File: config.mk
export PLATFORM = sky130hd
export DESIGN_NAME = fetch_queue_flat
export DESIGN_NICKNAME = d
export VERILOG_FILES = /design/src/rtl/fetch_queue_if.sv /design/src/rtl/fetch_queue.sv /design/src/flat_wrapper.sv
export SDC_FILE = /design/constraint.sdc
export NUM_CORES = 1
export LEC_CHECK = 0
export ABC_AREA = 1
export CORE_ASPECT_RATIO = 2
export CORE_UTILIZATION = 53
export DETAILED_ROUTE_END_ITERATION = 7
export HOLD_SLACK_MARGIN = 0.1
export PLACE_DENSITY_LB_ADDON = 0.15
export SLEW_MARGIN = 30
export SYNTH_ARGS = -nofsm -noshare
export SYNTH_HDL_FRONTEND = slang
export SYNTH_SLANG_ARGS = --single-unit
File: constraint.sdc
create_clock -name clk -period 6.8 [get_ports clk]
set_input_delay 1.36 -clock clk [delete_from_list [all_inputs] [get_ports clk]]
set_output_delay 1.36 -clock clk [all_outputs]
set_load 0.005 [all_outputs]
File: src/rtl/fetch_queue_if.sv
// Fetch-to-decode handshake bundle: memory request/return, redirect, and head-of-queue outputs.
// The queue takes the slave view; the fetch stage, memory and decode take the master view.
interface fetch_queue_if #(
   parameter int N     = 64,
   parameter int DEPTH = 4
);
   logic [N-1:0]              imem_addr_F;
   logic [31:0]               imem_rdata;
   logic                      flush;
   logic                      ready_D;
   logic                      PC_enable;
   logic                      imem_en;
   logic                      valid_D;
   logic [31:0]               instr_D;
   logic [N-1:0]              PC_D;
   logic [$clog2(DEPTH):0]    count;

   modport master (
      output imem_addr_F, imem_rdata, flush, ready_D,
      input  PC_enable, imem_en, valid_D, instr_D, PC_D, count
   );

   modport slave (
      input  imem_addr_F, imem_rdata, flush, ready_D,
      output PC_enable, imem_en, valid_D, instr_D, PC_D, count
   );
endinterface

File: src/rtl/fetch_queue.sv
// Tags 1-cycle-latency imem returns with their PC and queues them for decode; address to valid_D is 2 cycles.
// Backpressure: PC_enable only while a slot is reservable (count + inflight < DEPTH); flush discards everything.
module fetch_queue #(
   parameter int N     = 64,
   parameter int DEPTH = 4
) (
   input  logic          clk,
   input  logic          reset,
   fetch_queue_if.slave  bus
);
   localparam int              AW      = $clog2(DEPTH);
   localparam int              CW      = AW + 1;
   localparam logic [CW-1:0]   DEPTH_C = CW'(DEPTH);
   localparam logic [31:0]     NOP     = 32'h0000_0013;

   logic [31:0]   instr_mem [DEPTH];
   logic [N-1:0]  pc_mem    [DEPTH];

   logic [AW-1:0] wr_ptr;
   logic [AW-1:0] rd_ptr;
   logic [CW-1:0] cnt;
   logic          inflight;
   logic [N-1:0]  inflight_pc;

   logic [CW-1:0] reserved;
   logic          pc_en;
   logic          issue;
   logic          push;
   logic          pop;
   logic          head_vld;

   // Reservation counts the outstanding request so a return always finds a free slot.
   assign reserved = cnt + CW'(inflight);
   assign pc_en    = bus.flush | (reserved < DEPTH_C);
   assign issue    = pc_en & ~bus.flush;
   assign push     = inflight & ~bus.flush;
   assign head_vld = (cnt != '0);
   assign pop      = head_vld & bus.ready_D & ~bus.flush;

   always_ff @(posedge clk or negedge reset) begin
      if (!reset) begin
         wr_ptr   <= '0;
         rd_ptr   <= '0;
         cnt      <= '0;
         inflight <= 1'b0;
      end else if (bus.flush) begin
         wr_ptr   <= '0;
         rd_ptr   <= '0;
         cnt      <= '0;
         inflight <= 1'b0;
      end else begin
         inflight <= issue;
         if (push) wr_ptr <= wr_ptr + AW'(1);
         if (pop)  rd_ptr <= rd_ptr + AW'(1);
         case ({push, pop})
            2'b10:   cnt <= cnt + CW'(1);
            2'b01:   cnt <= cnt - CW'(1);
            default: cnt <= cnt;
         endcase
      end
   end

   // Payload registers carry no reset; pointers and count decide what is live.
   always_ff @(posedge clk) begin
      if (issue) inflight_pc <= bus.imem_addr_F;
      if (push) begin
         instr_mem[wr_ptr] <= bus.imem_rdata;
         pc_mem[wr_ptr]    <= inflight_pc;
      end
   end

   assign bus.PC_enable = pc_en;
   assign bus.imem_en   = issue;
   assign bus.valid_D   = head_vld;
   assign bus.instr_D   = head_vld ? instr_mem[rd_ptr] : NOP;
   assign bus.PC_D      = head_vld ? pc_mem[rd_ptr] : '0;
   assign bus.count     = cnt;
endmodule

File: src/flat_wrapper.sv
// flat-port wrapper written by rule: the top's interface ports become plain ports
module fetch_queue_flat 
#(
   parameter int N     = 64,
   parameter int DEPTH = 4
)
  (clk, reset, bus_imem_addr_F, bus_imem_rdata, bus_flush, bus_ready_D, bus_PC_enable, bus_imem_en, bus_valid_D, bus_instr_D, bus_PC_D, bus_count);
  fetch_queue_if #(.N(N), .DEPTH(DEPTH)) bus_i ();
  input  logic clk;
  input  logic reset;
  input wire logic [$bits(bus_i.imem_addr_F)-1:0] bus_imem_addr_F;
  input wire logic [$bits(bus_i.imem_rdata)-1:0] bus_imem_rdata;
  input wire logic [$bits(bus_i.flush)-1:0] bus_flush;
  input wire logic [$bits(bus_i.ready_D)-1:0] bus_ready_D;
  output wire logic [$bits(bus_i.PC_enable)-1:0] bus_PC_enable;
  output wire logic [$bits(bus_i.imem_en)-1:0] bus_imem_en;
  output wire logic [$bits(bus_i.valid_D)-1:0] bus_valid_D;
  output wire logic [$bits(bus_i.instr_D)-1:0] bus_instr_D;
  output wire logic [$bits(bus_i.PC_D)-1:0] bus_PC_D;
  output wire logic [$bits(bus_i.count)-1:0] bus_count;
  assign bus_i.imem_addr_F = bus_imem_addr_F;
  assign bus_i.imem_rdata = bus_imem_rdata;
  assign bus_i.flush = bus_flush;
  assign bus_i.ready_D = bus_ready_D;
  assign bus_PC_enable = bus_i.PC_enable;
  assign bus_imem_en = bus_i.imem_en;
  assign bus_valid_D = bus_i.valid_D;
  assign bus_instr_D = bus_i.instr_D;
  assign bus_PC_D = bus_i.PC_D;
  assign bus_count = bus_i.count;
  fetch_queue #(.N(N), .DEPTH(DEPTH)) u_core (.clk(clk), .reset(reset), .bus(bus_i));
endmodule
# ---- After elaboration in Yosys (flattened, before gate mapping)
# Memory sizes are Yosys's and may differ from the RTL's.
# Cells that the tools add are included.
dict set report totals {
  n_memories 2
  out_inout_bits 102
  ram_bits 384
  wordCells 36
  reg_bits 72
  in_bits 100
}
dict set report op_classes {
  n_eq_ne 2
  addsub 5
  n_lt_le_gt_ge 1
  mux 11
  n_reduce_logical 4
  n_bitwise 6
}
# memory depth word_bits read_ports rd_clocked_by_memory_dff wr line_no
set mem_list {}
lappend mem_list {u_core.pc_mem 4 64 1 0 1 fetch_queue.sv:17} ;# logic [N-1:0] pc_mem [DEPTH];
lappend mem_list {u_core.instr_mem 4 32 1 0 1 fetch_queue.sv:16} ;# logic [31:0] instr_mem [DEPTH];
# operator n
set op_table {}
lappend op_table {{$mux W64} 1}
lappend op_table {{$mux W32} 1}
lappend op_table {{$mux W2} 4}
lappend op_table {{$pmux W3 S2} 1}
lappend op_table {{$reduce_bool A3 Y1} 2}
lappend op_table {{$add A2 B1 Y2 const B} 2}
lappend op_table {{$and A1 B1 Y1} 4}
lappend op_table {{$reduce_bool A2 Y1} 2}
lappend op_table {{$add A3 B1 Y3} 1}
lappend op_table {{$add A3 B1 Y3 const B} 1}
lappend op_table {{$lt A3 B3 Y1 const B} 1}
lappend op_table {{$mux W1} 3}
lappend op_table {{$mux W3} 1}
lappend op_table {{$sub A3 B1 Y3 const B} 1}
lappend op_table {{$eq A2 B1 Y1 const B} 1}
lappend op_table {{$eq A2 B2 Y1 const B} 1}
lappend op_table {{$not A1 Y1} 1}
lappend op_table {{$or A1 B1 Y1} 1}

# ---- Logic depth before layout (Yosys ltp)
# Gate-level depths: netlist of the first run.
dict set report depth {
  depth_word 6
  ltp_mapped 11
  mapped_depth_nobuf 11
}

# ---- Worst setup path before layout of the first run
# OpenSTA, ideal clock, no wires.
dict set report synth_path {
  kind {input to register}
  from {input bus_flush}
  to {memory u_core.instr_mem[0][0], enable pin}
  n_path_buf 0
  setup_slack_ns 0.648
  stages 3
  required_ns 6.248
  t_arrival_ns 5.600
  setup_time_ns 0.552
  path_cell_list {inv_1 > nand2_1 > nor2_1}
}
dict set report synth_between {
  elab_chain_cells 4
}
# item line_no
set synth_rtl {}
lappend synth_rtl {{start: declaration} flat_wrapper.sv:13} ;# input wire logic [$bits(bus_i.flush)-1:0] bus_flush;
lappend synth_rtl {{$not A1 Y1} fetch_queue.sv:36} ;# assign push = inflight & ~bus.flush;
lappend synth_rtl {{$and A1 B1 Y1} fetch_queue.sv:36}
lappend synth_rtl {{$mux W1} fetch_queue.sv:66} ;# if (push) begin
lappend synth_rtl {{$mux W1 (implied by the code)} fetch_queue.sv:67} ;# instr_mem[wr_ptr] <= bus.imem_rdata;
lappend synth_rtl {{end: declaration} fetch_queue.sv:16}
# No other way between the ends.

# ---- Worst setup path after layout of the first run
dict set report layout_path {
  from {register u_core.rd_ptr[1]}
  to {output bus_PC_D[29]}
}
dict set report layout_between {
  elab_chain_cells 2
}
# item line_no
set layout_rtl {}
lappend layout_rtl {{start: declaration} fetch_queue.sv:20} ;# logic [AW-1:0] rd_ptr;
lappend layout_rtl {{start signal: assignment} fetch_queue.sv:54} ;# if (pop) rd_ptr <= rd_ptr + AW'(1);
lappend layout_rtl {{$mem_v2 Z4 W64} n/a}
lappend layout_rtl {{$mux W64} fetch_queue.sv:76} ;# assign bus.PC_D = head_vld ? pc_mem[rd_ptr] : '0;
lappend layout_rtl {{end: declaration} flat_wrapper.sv:19} ;# output wire logic [$bits(bus_i.PC_D)-1:0] bus_PC_D;
# No other way between the ends.

==> metrics.cfg, run 1 <==
[outcome]
status = completed

[cells_and_area]
utilization_pct = 64.9
regArea_um2 = 13700
final_cell_mix = edfxtp_1 (448), nor2_1 (377), clkdlybuf4s50_1 (201), o21ai_1 (127), a21oi_1 (101)
final_common_cell = edfxtp_1
multi_input_area_um2 = 3180
fill_cells = 2423
final_nets = 1554
drive_above_1_share_pct = 5.55
area_growth_pct = 20.7

[synth]
synthCells = 1263
netlist_area_um2 = 17300
ys_warn_count = 0
yosys.area.top_type_share_pct = 77.6
syn-num-nets = 1368
synth_cell_types = 23
synth_fa_ha_area_share_pct = 0.404
synth.area.mux_share_pct = 0
yosys.area_share.simple_pct = 9.18
synth_top_cell_by_area = edfxtp_1
ys_ff_latch = 456
synth_compound_area_share_pct = 8.46
synth_top_family_by_area = simple AND/OR/NAND/NOR gates
syn_avg_cell_area_um2 = 13.7
synth_xor_area_share_pct = 0.101
yosys-top-cells-area = edfxtp_1 (78%), nor2_1 (8.3%), o21ai_1 (3.7%)
synth_seq_area_share_pct = 78.8

[setup_path]
ff2ff_path_depth = 5
ff2ff_setup_slack_ns = 4.39
cp_max_fo = 57
cp-start-kind = flop
cp-startpoint = u_core.rd_ptr[1]
critical_path_class = reg -> out
r2r_end = u_core.inflight_pc[14]
worstSetupEndpoint = bus_PC_D[29]
r2r_start = u_core.bus.count[0]
arrival_ns = 3.20
end_kind = output pin
cp.required_ns = 5.44

[detailed_routing]
viasPerCell = 5.44
postRouteAntennaNets = 0
routedWlPerCell_um = 19.9
drt-total-wl_um = 37900
num_vias = 10400
wl_met2_um = 20200
dr.pass1.iters = 5
wl_met1_um = 14100
post-route-drc-count = 0
drt_iter0_drc = 714
top_layer_used = met5
wl_met3_um = 1800

[place]
routabilityCongestion = 0.792
port_buffers = 201
hpwlAfterDp_um = 22000

[power]
power_density_nw_per_um2 = 327
ir_drop_mv = 0.258
leakagePower_nw = 6.98

[timing]
setup_viol = 0
clock_skew_ns = 0.0237
worstMarginPinSlew_ns = 0.826
period_minus_slack_ns = 4.56
timing.slew.headroom_pct = 44.9
fmax_mhz = 219
tns_ns = 0
rsz0062_at_grt = false
slew_violations = 0
fin_crit_sh_pct = 67.1
final_hold_viol_count = 0

[floorplan]
die_y_um = 258
start_util_pct = 53.8
num_rows = 93
die-area_um2 = 33500
ios = 202
core_area_um2 = 32200
dieWidth_um = 130

[clock_tree]
postCtsSetupBuffers = 0
cts_buffers = 39
worst_skew_pair.late_latency_ns = 0.54
clkTransAtPathRegs_ns = 0.07
cts_resized = 0
ctsHoldBuffers = 0
cts-htree-levels = 2
clock_path_buffers = 3
cts_tree = done
ctsRootBufferMaster = clkbuf_16
clkSinkCount = 456

[grt]
grt_max_degree = 148
grt_usage_pct = 23.0
grt_overflow = 0
grt_pass1_wl_um = 56900
grt_antenna_before_repair = 2
grt_pass1_vias = 10500

[hold_path]
worstHoldPathType = reg -> reg
whs_path_depth = 0

[job]
drv_cap = 0

==> cell usage after synthesis <==
cell type,n
inv_2,4
fa_1,1
nand4_1,2
buf_4,11
nand3_2,1
ha_1,4
buf_6,17
xor2_1,2
buf_2,17
inv_1,10
edfxtp_1,448
nand2_2,1
a21oi_1,101
clkbuf_1,16
nor2_1,382
nand3_1,3
o21ai_1,127
clkbuf_2,12
nand2_1,29
dfrtp_1,8
o21ai_0,65
nor3_1,1
buf_1,1
==> flip-flops by register name, indices dropped and copies added, names as in the netlist <==
name                cells
u_core.pc_mem         256
u_core.instr_mem      128
u_core.inflight_pc     64
u_core.bus.count        3
u_core.rd_ptr           2
u_core.wr_ptr           2
u_core.inflight         1
==> cells by family after synthesis <==
family	count (synthesis)
AO/OA/AOI/OAI	293
XOR/XNOR	2
AND/OR/NAND/NOR	419
adder cells (fa/ha/maj)	5
flip-flops	456
buffers and inverters	88
==> per-layer routing <==
layer / up-vias / track usage [%]
met3: 87 / 3.71
met2: 300 / 41.5
met1: 5090 / 26.1
met5: - / 0
met4: 2 / 11.3
li1: 4882 / -
==> worst min-delay path by stage <==
stage / startpoint / slack [ns] / endpoint
final: u_core.inflight_pc[36] / 0.50 / u_core.pc_mem[3][36]
after global routing: u_core.inflight_pc[25] / 0.51 / u_core.pc_mem[3][25]
after CTS: u_core.inflight_pc[47] / 0.50 / u_core.pc_mem[1][47]
after detailed placement: u_core.inflight_pc[63] / 0.48 / u_core.pc_mem[0][63]
after global placement: u_core.inflight_pc[60] / 0.46 / u_core.pc_mem[3][60]
after floorplan: u_core.inflight_pc[0] / 0.46 / u_core.pc_mem[0][0]
==> per-stage QoR <==
| stage | hold WS (ns) | instances | area, um^2 | setup slack [ns] | power, mW |
|---|---|---|---|---|---|
| 2_1_floorplan | 0.459 | 1263 | 17300 | 0.648 | 4.08 |
| 3_3_place_gp | 0.463 | 1831 | 19600 | 2.56 | 4.75 |
| 3_5_place_dp | 0.484 | 1834 | 19700 | 2.57 | 4.78 |
| 4_1_cts | 0.496 | 1903 | 20900 | 2.13 | 6.92 |
| 5_1_grt | 0.508 | 1905 | 20900 | 2.05 | 7.14 |
| 6_report | 0.498 | 1906 | 20900 | 2.24 | 6.85 |
==> cell type report <==
cell class	instances	area share (%)
Timing Repair Buffer	219	10.8
Sequential cell	456	65.3
Clock inverter	22	0.992
Antenna cell	2	0.0239
Inverter	14	0.305
Multi-Input combinational cell	719	15.2
Clock buffer	47	4.81
Tap cell	427	2.55
==> power breakdown <==
group	internal, mW	switching [mW]	leakage [nW]	total, mW
clock	1.21	0.940	0.591	2.15
combinational	0.597	0.750	2.18	1.35
sequential	3.28	0.0783	4.21	3.36
total	5.08	1.77	6.98	6.85
==> critical path: stages (launching register included) <==
cell,delay (ns)
dfrtp_4,0.62
inv_4,0.60
buf_4,0.58
nor2_1,0.09
o21ai_1,0.10
a21oi_1,0.13
clkdlybuf4s50_1,0.51
No activity file was read; power rests on OpenSTA's default activity.
==> run 2: changes to the inputs <==
clock period = 4.4 ns   (was 6.8 ns; I/O delays follow)
==> run 2 against run 1 <==
Sequential share of layout area shrank 0.30 points. Flip-flop and latch count is the same. Clock skew shrank 0.0099 ns. Worst setup slack lost 1.8 ns.
==> metrics.cfg, run 2 (synthesis results as in run 1) <==
[clock_tree]
postCtsSetupBuffers = 0  ; unchanged
cts_buffers = 38  ; was 39
ctsRootBufferMaster = clkbuf_16  ; unchanged
cts_tree = done  ; unchanged
cts_resized = 0  ; unchanged
ctsHoldBuffers = 0  ; unchanged
clkTransAtPathRegs_ns = 0.07  ; about the same
clkSinkCount = 456  ; unchanged
worst_skew_pair.late_latency_ns = 0.54  ; about the same
cts-htree-levels = 2  ; unchanged
clock_path_buffers = 3  ; unchanged

[grt]
grt_max_degree = 100  ; was 148
grt_antenna_before_repair = 0  ; was 2
grt_pass1_wl_um = 57300  ; was 56900 um
grt_pass1_vias = 10200  ; was 10.5k
grt_usage_pct = 23.2  ; was 23.0%
grt_overflow = 0  ; unchanged

[place]
routabilityCongestion = 0.834  ; was 0.792
port_buffers = 201  ; unchanged
hpwlAfterDp_um = 22100  ; was 22000 um
dp_worst_setup_slack_ns = 1.02  ; was 2.57 ns
place_area_um2 = 19800  ; was 19700 um^2

[timing]
worstMarginPinSlew_ns = 0.861  ; was 0.826 ns
final_hold_viol_count = 0  ; unchanged
setup_viol = 0  ; unchanged
worst_slack_ns = 0.410  ; was 2.24 ns
fin_crit_sh_pct = 90.7
clock_skew_ns = 0.0138  ; was 0.0237 ns
rsz0062_at_grt = false  ; unchanged
timing.slew.headroom_pct = 42.6  ; was 44.9%
period_minus_slack_ns = 3.99
tns_ns = 0  ; unchanged
slew_violations = 0  ; unchanged
whs_ns = 0.490  ; was 0.498 ns
fmax_mhz = 251

[detailed_routing]
viasPerCell = 5.42  ; was 5.44
post-route-drc-count = 0  ; unchanged
dr.pass1.iters = 5  ; unchanged
drt-total-wl_um = 38300  ; was 37900 um
num_vias = 10300  ; was 10.4k
drt_iter0_drc = 701  ; was 714
postRouteAntennaNets = 0  ; unchanged
routedWlPerCell_um = 20.1  ; was 19.9 um

[cells_and_area]
top_regs = u_core.pc_mem x256, u_core.instr_mem x128, u_core.inflight_pc x64  ; unchanged
final_nets = 1559  ; was 1554
area_growth_pct = 21.3  ; was 20.7%
regMostFlops = u_core.pc_mem  ; unchanged
multi_input_area_um2 = 3180  ; unchanged
regArea_um2 = 13700  ; unchanged
diodes = 0  ; was 2
drive_above_1_share_pct = 5.81  ; was 5.55%
design_area_um2 = 21000  ; was 20900 um^2
fill_cells = 2352  ; was 2423
largest_reg_flops = 256  ; unchanged
final_cell_mix = edfxtp_1 (448), nor2_1 (377), clkdlybuf4s50_1 (201), o21ai_1 (127), a21oi_1 (101)  ; unchanged
final_common_cell = edfxtp_1  ; unchanged

[setup_path]
ff2ff_path_depth = 11  ; was 5
cp-start-kind = flop  ; unchanged
cp.required_ns = 3.52  ; was 5.44 ns
cp_max_fo = 36  ; was 57
arrival_ns = 3.11  ; was 3.20 ns
end_kind = output pin  ; unchanged
critical_path_class = reg -> out  ; unchanged

[outcome]
status = completed  ; unchanged

[floorplan]
num_rows = 93  ; unchanged
ios = 202  ; unchanged
start_util_pct = 53.8  ; unchanged
die-area_um2 = 33500  ; unchanged
die_y_um = 258  ; unchanged
dieWidth_um = 130  ; unchanged
core_area_um2 = 32200  ; unchanged

[power]
power_density_nw_per_um2 = 509  ; was 327 nW/um^2
leakagePower_nw = 7.03  ; was 6.98 nW
ir_drop_mv = 0.393  ; was 0.258 mV

[job]
drv_cap = 0  ; unchanged

[hold_path]
worstHoldPathType = reg -> reg  ; unchanged
whs_path_depth = 0  ; unchanged

-- run 2: per-layer routing --
layer  vias to the layer above  share of wire, %  wire length [um]  global-route usage (%)
met1                      5071                37             14100                    26.2
met4                         0               3.9              1500                    10.6
met2                       315                55             21000                    42.8
met5                         -                 0                 0                       0
met3                        79               4.4              1670                    2.94
li1                       4878                 -                 -                       -
-- run 2: power by group --
part	total [mW]	internal [mW]	switching, mW	leakage [nW]
clock network	3.36	1.93	1.43	0.597
registers	5.19	5.06	0.130	4.21
logic	2.15	0.974	1.17	2.22
total	10.7	7.96	2.74	7.03
-- run 2: path summary, 6_finish.rpt --
kind	startpoint	end	slack, ns
min in group asynchronous	reset	u_core.bus.count[2]	0.65
worst max register to register	u_core.bus.count[0]	u_core.bus.count[2]	2.31
max in group asynchronous	reset	u_core.rd_ptr[0]	3.41
worst min-delay path	u_core.inflight_pc[60]	u_core.pc_mem[2][60]	0.49
worst min register to register	u_core.inflight_pc[60]	u_core.pc_mem[2][60]	0.49
worst max-delay path	u_core.bus.count[0]	bus_PC_D[49]	0.41
-- run 2: layout make-up --
class / count / share of cell area (%)
sequential: 456 / 65.0
tap: 427 / 2.54
clock inverter: 17 / 0.839
inverter: 14 / 0.292
multi-input combinational: 719 / 15.1
clock buffer: 49 / 5.02
timing repair buffer: 225 / 11.2
-- run 2: through the flow --
| step | total power, mW | cells | utilization (%) |
|---|---|---|---|
| final | 10.7 | 1907 | 65.2 |
| after detailed placement | 7.45 | 1841 | 61.4 |
| after floorplan | 6.30 | 1263 | - |
| after global routing | 11.1 | 1907 | 65.2 |
| after global placement | 7.40 | 1841 | 61.4 |
| after CTS | 10.8 | 1907 | 65.2 |
-- run 2: worst max-delay path, cell delays in order, from the launching register on --
cell	delay, ns
dfrtp_1	0.47
nor2_1	0.10
nand2_2	0.20
clkinv_2	0.50
buf_12	0.37
buf_12	0.18
a21oi_1	0.16
clkdlybuf4s50_1	0.54
